File: src/rtl/pq_sorted_array.sv
// Sorted-array priority queue: index 0 is the head, equal priorities keep push order.
// Each accepted request walks IDLE -> EXEC -> DONE; the array is rewritten at the end of EXEC.
module pq_sorted_array #(
  parameter int unsigned DEPTH    = 8,
  parameter int unsigned IW       = 4,
  parameter int unsigned PW       = 4,
  parameter int unsigned OVF_MODE = 0
) (
  input  logic                       clk_i,
  input  logic                       rst_ni,
  input  logic                       push_i,
  input  logic [IW-1:0]              push_id_i,
  input  logic [PW-1:0]              push_prio_i,
  input  logic                       pop_i,
  input  logic                       drop_i,
  input  logic [IW-1:0]              drop_id_i,
  output logic                       op_rdy_o,
  output logic                       done_o,
  output logic [IW-1:0]              res_id_o,
  output logic [PW-1:0]              res_prio_o,
  output logic                       pop_vld_o,
  output logic                       drop_hit_o,
  output logic                       evict_o,
  output logic                       err_o,
  output logic                       peek_vld_o,
  output logic [IW-1:0]              peek_id_o,
  output logic [PW-1:0]              peek_prio_o,
  output logic                       full_o,
  output logic                       empty_o,
  output logic [$clog2(DEPTH+1)-1:0] count_o
);

  localparam int unsigned CW = $clog2(DEPTH + 1);
  localparam int unsigned XW = $clog2(DEPTH);

  typedef enum logic [1:0] {StIdle, StExec, StDone} state_e;
  typedef enum logic [1:0] {OpPush, OpPop, OpPushPop, OpDrop} op_e;

  state_e        state_q, state_d;
  op_e           op_q, op_d;
  logic [IW-1:0] arg_id_q, arg_id_d;
  logic [PW-1:0] arg_prio_q, arg_prio_d;
  logic [IW-1:0] ids_q [DEPTH];
  logic [IW-1:0] ids_d [DEPTH];
  logic [PW-1:0] prios_q [DEPTH];
  logic [PW-1:0] prios_d [DEPTH];
  logic [CW-1:0] cnt_q, cnt_d;
  logic [IW-1:0] res_id_q, res_id_d;
  logic [PW-1:0] res_prio_q, res_prio_d;
  logic          pop_vld_q, pop_vld_d, drop_hit_q, drop_hit_d;
  logic          evict_q, evict_d, err_q, err_d;

  logic          is_full, is_empty, hit;
  logic [XW-1:0] hit_idx, rem_idx;
  logic          do_rem, do_ins;
  logic          r_pop, r_hit, r_ev, r_err;
  logic [IW-1:0] r_id;
  logic [PW-1:0] r_prio;
  logic [IW-1:0] rm_ids [DEPTH];
  logic [PW-1:0] rm_prios [DEPTH];
  logic [IW-1:0] in_ids [DEPTH];
  logic [PW-1:0] in_prios [DEPTH];
  int            c1, c2, pos;

  assign is_full  = (cnt_q == CW'(DEPTH));
  assign is_empty = (cnt_q == '0);

  // Lowest matching index is the highest-priority (and oldest) entry with that ID.
  always_comb begin
    hit     = 1'b0;
    hit_idx = '0;
    for (int i = 0; i < DEPTH; i++) begin
      if (!hit && i < int'(cnt_q) && arg_id_q != '0 && ids_q[i] == arg_id_q) begin
        hit     = 1'b1;
        hit_idx = XW'(i);
      end
    end
  end

  always_comb begin
    do_rem = 1'b0;
    do_ins = 1'b0;
    r_pop  = 1'b0;
    r_hit  = 1'b0;
    r_ev   = 1'b0;
    r_err  = 1'b0;
    r_id   = '0;
    r_prio = '0;
    unique case (op_q)
      OpPush: begin
        if (arg_id_q == '0) begin
          r_err = 1'b1;
        end else if (is_full) begin
          if (OVF_MODE != 0 && arg_prio_q > prios_q[DEPTH-1]) begin
            do_ins = 1'b1;
            r_ev   = 1'b1;
            r_id   = ids_q[DEPTH-1];
            r_prio = prios_q[DEPTH-1];
          end else begin
            r_err = 1'b1;
          end
        end else begin
          do_ins = 1'b1;
        end
      end
      OpPop: begin
        if (is_empty) begin
          r_err = 1'b1;
        end else begin
          do_rem = 1'b1;
          r_pop  = 1'b1;
          r_id   = ids_q[0];
          r_prio = prios_q[0];
        end
      end
      OpPushPop: begin
        r_pop = 1'b1;
        // A push that would become the head is handed straight back.
        if (is_empty || arg_prio_q > prios_q[0]) begin
          r_id   = arg_id_q;
          r_prio = arg_prio_q;
        end else begin
          do_rem = 1'b1;
          do_ins = 1'b1;
          r_id   = ids_q[0];
          r_prio = prios_q[0];
        end
      end
      OpDrop: begin
        if (hit) begin
          do_rem = 1'b1;
          r_hit  = 1'b1;
          r_id   = ids_q[hit_idx];
          r_prio = prios_q[hit_idx];
        end
      end
      default: ;
    endcase
  end

  assign rem_idx = (op_q == OpDrop) ? hit_idx : '0;

  // Removal first, then insertion into the compacted array.
  always_comb begin
    rm_ids   = ids_q;
    rm_prios = prios_q;
    c1       = int'(cnt_q);
    if (do_rem) begin
      for (int i = 0; i < DEPTH - 1; i++) begin
        if (i >= int'(rem_idx)) begin
          rm_ids[i]   = ids_q[i+1];
          rm_prios[i] = prios_q[i+1];
        end
      end
      rm_ids[DEPTH-1]   = '0;
      rm_prios[DEPTH-1] = '0;
      c1 = c1 - 1;
    end
    pos = 0;
    for (int i = 0; i < DEPTH; i++) begin
      if (i < c1 && rm_prios[i] >= arg_prio_q) pos = pos + 1;
    end
    in_ids   = rm_ids;
    in_prios = rm_prios;
    c2       = c1;
    if (do_ins) begin
      for (int i = 1; i < DEPTH; i++) begin
        if (i > pos) begin
          in_ids[i]   = rm_ids[i-1];
          in_prios[i] = rm_prios[i-1];
        end else if (i == pos) begin
          in_ids[i]   = arg_id_q;
          in_prios[i] = arg_prio_q;
        end
      end
      if (pos == 0) begin
        in_ids[0]   = arg_id_q;
        in_prios[0] = arg_prio_q;
      end
      if (c1 < DEPTH) c2 = c1 + 1;
    end
  end

  always_comb begin
    state_d    = state_q;
    op_d       = op_q;
    arg_id_d   = arg_id_q;
    arg_prio_d = arg_prio_q;
    ids_d      = ids_q;
    prios_d    = prios_q;
    cnt_d      = cnt_q;
    res_id_d   = res_id_q;
    res_prio_d = res_prio_q;
    pop_vld_d  = pop_vld_q;
    drop_hit_d = drop_hit_q;
    evict_d    = evict_q;
    err_d      = err_q;
    unique case (state_q)
      StIdle: begin
        if (push_i || pop_i || drop_i) begin
          state_d    = StExec;
          arg_id_d   = push_id_i;
          arg_prio_d = push_prio_i;
          if (push_i && pop_i) begin
            op_d = OpPushPop;
          end else if (drop_i) begin
            op_d     = OpDrop;
            arg_id_d = drop_id_i;
          end else if (pop_i) begin
            op_d = OpPop;
          end else begin
            op_d = OpPush;
          end
        end
      end
      StExec: begin
        state_d    = StDone;
        ids_d      = in_ids;
        prios_d    = in_prios;
        cnt_d      = CW'(c2);
        res_id_d   = r_id;
        res_prio_d = r_prio;
        pop_vld_d  = r_pop;
        drop_hit_d = r_hit;
        evict_d    = r_ev;
        err_d      = r_err;
      end
      StDone:  state_d = StIdle;
      default: state_d = StIdle;
    endcase
  end

  always_ff @(posedge clk_i or negedge rst_ni) begin
    if (!rst_ni) begin
      state_q    <= StIdle;
      op_q       <= OpPush;
      arg_id_q   <= '0;
      arg_prio_q <= '0;
      for (int i = 0; i < DEPTH; i++) begin
        ids_q[i]   <= '0;
        prios_q[i] <= '0;
      end
      cnt_q      <= '0;
      res_id_q   <= '0;
      res_prio_q <= '0;
      pop_vld_q  <= 1'b0;
      drop_hit_q <= 1'b0;
      evict_q    <= 1'b0;
      err_q      <= 1'b0;
    end else begin
      state_q    <= state_d;
      op_q       <= op_d;
      arg_id_q   <= arg_id_d;
      arg_prio_q <= arg_prio_d;
      ids_q      <= ids_d;
      prios_q    <= prios_d;
      cnt_q      <= cnt_d;
      res_id_q   <= res_id_d;
      res_prio_q <= res_prio_d;
      pop_vld_q  <= pop_vld_d;
      drop_hit_q <= drop_hit_d;
      evict_q    <= evict_d;
      err_q      <= err_d;
    end
  end

  assign op_rdy_o    = (state_q == StIdle);
  assign done_o      = (state_q == StDone);
  assign res_id_o    = done_o ? res_id_q : '0;
  assign res_prio_o  = done_o ? res_prio_q : '0;
  assign pop_vld_o   = done_o & pop_vld_q;
  assign drop_hit_o  = done_o & drop_hit_q;
  assign evict_o     = done_o & evict_q;
  assign err_o       = done_o & err_q;
  assign peek_vld_o  = !is_empty;
  assign peek_id_o   = ids_q[0];
  assign peek_prio_o = prios_q[0];
  assign full_o      = is_full;
  assign empty_o     = is_empty;
  assign count_o     = cnt_q;

endmodule

File: config.mk
export PLATFORM = sky130hd
export DESIGN_NAME = pq_sorted_array
export DESIGN_NICKNAME = d
export VERILOG_FILES = /design/src/rtl/pq_sorted_array.sv
export SDC_FILE = /design/constraint.sdc
export NUM_CORES = 1
export LEC_CHECK = 0
export ABC_CLOCK_PERIOD_IN_PS = 12200
export CAP_MARGIN = 5
export CORE_MARGIN = 3
export CORE_UTILIZATION = 62
export DETAILED_ROUTE_END_ITERATION = 6
export PLACE_DENSITY = 0.92
export REMOVE_ABC_BUFFERS = 1
export SLEW_MARGIN = 5
export SYNTH_ARGS = -nofsm -noshare
export SYNTH_HDL_FRONTEND = slang
export SYNTH_SLANG_ARGS = --single-unit
export TNS_END_PERCENT = 30
File: constraint.sdc
create_clock -name clk_i -period 12.2 [get_ports clk_i]
set_input_delay 2.44 -clock clk_i [delete_from_list [all_inputs] [get_ports clk_i]]
set_output_delay 2.44 -clock clk_i [all_outputs]
set_load 0.05 [all_outputs]
# == Word-level counts from Yosys, hierarchy flattened ==
# Index checks and enable logic that the tools add are counted.
# op_classes
n_addsub,9
magnitude_cmp,41
n_eq_ne,22
n_mux,111
bitwise_logic,4
reduce_logical,50
# op_table
op,n
two-way mux 32 bit,12
two-way mux 4 bit,60
"adder 32 x 2 -> 32 bit, second input constant",7
"equality test 4 x 32 -> 1 bit, first input constant",4
"greater-than comparator 4 x 32 -> 1 bit, first input constant",4
"< comparator 4 x 32 -> 1 bit, first input constant",4
"equality test 3 x 32 -> 1 bit, first input constant",2
"greater-than comparator 3 x 32 -> 1 bit, first input constant",2
"< comparator 3 x 32 -> 1 bit, first input constant",2
"equality test 2 x 32 -> 1 bit, first input constant",1
equality test 4 bit,8
>= comparator 4 bit,8
"greater-than comparator 2 x 32 -> 1 bit, first input constant",1
logical AND 1 bit,32
zero test 32 bit,1
"< comparator 1 x 32 -> 1 bit, first input constant",1
"< comparator 2 x 32 -> 1 bit, first input constant",1
"< comparator 32 x 4 -> 1 bit, second input constant",1
binary-select mux 4 bit (select 3 bit),2
case mux 4 bit (3 select lines),2
two-way mux 3 bit,7
two-way mux 1 bit,20
"< comparator 3 x 4 -> 1 bit, first input constant",4
">= comparator 3 bit, first input constant",3
24 further kinds,48
# word_totals
ff_bits,91
elab_cells,263

# == Logic depth before layout (Yosys ltp) ==
# depth
depth_word,64
ltp_mapped,47

# == Worst setup path after synthesis ==
# No wires, ideal clock.
# synth_path
path_kind,register to register
startpoint,register cnt_q[0] (netlist: count_o[0])
endpoint,register ids_q[14] (netlist bit)
setup_ns,0.126
arrival_ns,9.206
required_ns,12.074
slack_ns,2.868
path_stages_with_launch,44
period_less_slack_ns,9.332
cell_sequence,dfrtp_1 inv_1 ha_1 nand2_2 inv_1 or2_1 clkbuf_2 a21o_1 a21oi_1 nand2_1 or2_2 clkbuf_1 mux2i_1 inv_1 ha_1 a21o_1 a21o_1 a21oi_1 [... 8 more ...] ha_1 and3_1 a21o_1 ha_1 nor2_1 nor2_1 ha_1 nand2_1 o21ai_1 ha_1 nand2_1 xor2_1 xnor2_1 o211ai_1 nor2_1 a31oi_1 a21o_1 a221o_1
# synth_between
word_cells_on_any_way,128
cone_classes,8 x add/sub; 32 x order compare; 2 x eq/ne; 46 x mux; 40 x reduce/logical
# synth_lines
item,line,rtl
from (decl),47,"logic [CW-1:0] cnt_q, cnt_d;"
from (signal assigned),257,cnt_q <= cnt_d;
zero test 4 bit (*),66,assign is_empty = (cnt_q == '0);
via empty_o,29,"output logic empty_o,"
branches (longest 24 deep; another with < comparator 1 x 32 -> 1 bit),n/a,
two-way mux 32 bit (*),166,if (do_ins) begin
to (signal assigned),255,ids_q <= ids_d;
to (decl),43,logic [IW-1:0] ids_q [DEPTH];
# Mark *: on every way through the listed nets, which the timed path passes.
# A chain may end at the register's enable or synchronous reset.

# == Final worst setup path ==
# layout_path
startpoint,register arg_id_q[1]
endpoint,"register ids_q, in the netlist peek_id_o[3]"
# layout_between
elab_chain_len,63
word_cells_on_any_way,120
cone_classes,7 x add/sub; 23 x order compare; 8 x eq/ne; 41 x mux; 41 x reduce/logical
# layout_lines
item,line,rtl
from (decl),41,"logic [IW-1:0] arg_id_q, arg_id_d;"
from (signal assigned),253,arg_id_q <= arg_id_d;
branches (longest 62 deep; another with nonzero test 4 bit),n/a,
two-way mux 32 bit (*),166,
# Every way passes the cells marked *.

==> flow_metrics.py <==
metrics = {
    "outcome": {
        "status": "finished with violations",
        "violations": "design-rule violations",
    },
    "worst_setup_path": {
        "r2r_start": "arg_id_q[1]",
        "worst_path_most_repeated_cell": "ha_1",
        "r2r_setup_slack_ns": 1.37,
        "crit_family": "compound AO/OA/AOI/OAI gates",
        "crit_arrival_ns": 11.04,
        "crit_buf_inv": 2,
        "cp.required_ns": 12.41,
        "slowest_stage": "dfrtp_1",
        "path_class": "reg2reg",
        "crit_path_end_kind": "flop",
        "crit_fanout": 21,
        "cp_slowest_stage_delay_ns": 1.04,
        "r2r_end": "peek_id_o[3]",
        "r2r_cells": 38,
        "startpoint_type": "flop",
    },
    "detailed_routing": {
        "drt-total-wl_mm": 28.48,
        "ant_nets": 0,
        "drt_iter0_drc": 1359,
        "wl_met3_mm": 3.810,
        "vias": 8826,
        "wl_met1_mm": 10.63,
        "vias_per_cell": 7.147,
        "routed.top_layer": "met4",
        "drt_pass1_iterations": 7,
        "wire_per_inst_um": 23.06,
        "routed-wl-met2_mm": 12.80,
        "drc_errors": 9,
    },
    "timing": {
        "slew_violations": 0,
        "worst_pin_slew_ns": 1.199,
        "fin_crit_sh": 0.8881,
        "fmax_ghz": 0.09230,
        "rsz0062_at_grt": "no",
        "fin_setup_tns_ns": 0,
        "relSlewSlack": 0.1956,
        "hold_viol": 0,
        "period_minus_slack_ns": 10.83,
        "fin_skew_ns": 0.01323,
        "finalSetupViolCount": 0,
    },
    "floorplan": {
        "start_util": 0.6490,
        "rows": 42,
        "die_h_um": 125.4,
        "core-area_sq_um": 13610,
        "die_x_um": 125.4,
        "io_pins": 46,
        "dieArea_sq_um": 15720,
    },
    "worst_hold_path": {
        "whs_endpoint": "res_id_q[1]",
        "hp-start": "res_id_q[1]",
        "hold_class": "reg2reg",
        "hold_depth": 2,
    },
    "global_routing": {
        "antenna_found_initial": 0,
        "grt_use_total": 0.3526,
        "grt_pass1_wl_mm": 44.88,
        "globalRoute.totalOverflow": 0,
        "grt_pass1_vias": 8425,
        "grt_max_degree": 68,
    },
    "clock_network": {
        "cts_root_buffer": "clkbuf_16",
        "clk_pin_slew_ns": 0.06,
        "clockBufferDepth": 2,
        "cts_setup_buffers": 0,
        "cts.sinks": 91,
        "hold_buffers": 0,
        "cts_resized": 0,
        "cts_tree": "done",
        "cts_made_buffers": 9,
        "clock_latency_ns": 0.36,
        "htreeDepth": 3,
    },
    "job": {
        "cap_viol_max_count": 0,
    },
    "synthesis": {
        "ys_ff_latch": 91,
        "syn_avg_cell_area_sq_um": 8.373,
        "synth-warning-count": 0,
        "seq_area_frac_synth": 0.2578,
        "synth_cell_types": 95,
        "synth.cell_area_sq_um": 8833,
        "synth-async-reset-ratio": 1.000,
        "synth_edf_count": 0,
        "postSynthCellCount": 1055,
        "synth_ff_type": "dfrtp_1",
    },
    "finish": {
        "layout_commonest_cell": "nand2_1",
        "antenna_cells": 0,
        "multi_input_area_sq_um": 6078,
        "seq_area_sq_um": 2277,
        "final_cell_mix": "125 x nand2_1, 91 x dfrtp_1, 79 x o21ai_0",
        "nFillCells": 1069,
        "area_growth_pct": 8.442,
        "num-nets-final": 1125,
        "final_layout_size_suffix_gt1_frac": 0.09443,
    },
    "placed_design": {
        "dp_hpwl_mm": 20.13,
        "io_buffers": 44,
        "place.gp.congestion": 1.041,
    },
}
stage by stage:
stage / cells / worst slack [ns] / area [sq um] / hold WS (ns) / utilization
floorplan: 986 / 1.493 / 8497 / 0.4418 / -
global placement: 1219 / 1.895 / 9269 / 0.4560 / 0.6810
detailed placement: 1219 / 1.490 / 9269 / 0.4710 / 0.6810
CTS: 1235 / 1.506 / 9575 / 0.4850 / 0.7035
global route: 1235 / 0.5443 / 9579 / 0.5127 / 0.7038
finish: 1235 / 1.365 / 9579 / 0.4801 / 0.7038
metal layers:
metal | track usage | up-vias
met2 | 0.5495 | 643
met5 | 0 | -
met3 | 0.09254 | 124
li1 | - | 3877
met4 | 0.1480 | 0
met1 | 0.4662 | 4182
cell families after synthesis:
logic type / count (synthesis) / synth area share
adders and majority gates: 54 / 0.07649
xor gates and xnor gates: 51 / 0.05722
buffers and inverters: 112 / 0.05637
and+or+nand+nor: 317 / 0.1735
other: 1 / 0.0004245
DFF: 91 / 0.2578
AOI/OAI and AO/OA: 339 / 0.2711
muxes: 90 / 0.1071
layout make-up:
cell class                      instances  area share
Clock inverter                          3    0.004833
Clock buffer                           13     0.02717
Tap cell                              176     0.02299
Sequential cell                        91      0.2377
Timing Repair Buffer                   57     0.05590
Multi-Input combinational cell        852      0.6345
Inverter                               43     0.01685
worst max-delay path by stage:
stage                 from      endpoint  slack, ns  cells past startpoint
2_1_floorplan   count_o[0]     ids_q[14]       1.49                     41
3_3_place_gp   arg_id_q[0]     ids_q[12]       1.90                     35
3_5_place_dp   arg_id_q[0]     ids_q[12]       1.49                     38
4_1_cts        arg_id_q[0]     ids_q[12]       1.51                     35
5_1_grt        arg_id_q[0]     ids_q[25]       0.54                     40
6_report       arg_id_q[1]  peek_id_o[3]       1.37                     38
tightest hold or removal path: cells and delay by family (launching register included):
kind / cells / cell delay (ns)
flops: 1 / 0.34
compound gates: 1 / 0.06
simple gates: 1 / 0.05
synth_stat cells (all sizes together), types with 5 or more instances:
master	n	area, sq um
a211oi	5	42.54
a21boi	5	52.55
a21o	24	180.2
a21oi	52	275.3
a221o	14	140.1
a221oi	7	67.56
a222oi	8	80.08
a22o	8	70.07
a22oi	13	97.59
a31oi	17	106.4
and2	21	131.4
and3	6	37.54
buf	26	173.9
clkbuf	43	162.7
dfrtp	91	2277
ha	54	675.7
inv	43	161.4
mux2	33	375.3
mux2i	57	570.6
nand2	126	475.5
nand2b	12	75.07
nand3	12	60.06
nand4	8	56.30
nor2	77	296.5
nor2b	11	68.82
nor3	16	85.08
nor4	5	73.82
o211ai	22	175.2
o21a	9	67.56
o21ai	93	469.2
o221ai	6	52.55
o22ai	19	125.1
o31ai	5	37.54
or2	5	31.28
or3	7	48.80
xnor2	28	260.3
xor2	20	175.2
state kept, by name, summed over array words and instances (netlist names), 2 cells and up:
name / count
arg_id_q: 4
prios_q: 28
peek_prio_o: 4
count_o: 4
state_q: 2
op_q: 2
arg_prio_q: 4
peek_id_o: 4
res_prio_q: 4
ids_q: 28
res_id_q: 4
Power is left out: the tool's default activity adds up to more than one toggle a clock period on the data nets, which glitch-free logic cannot reach.
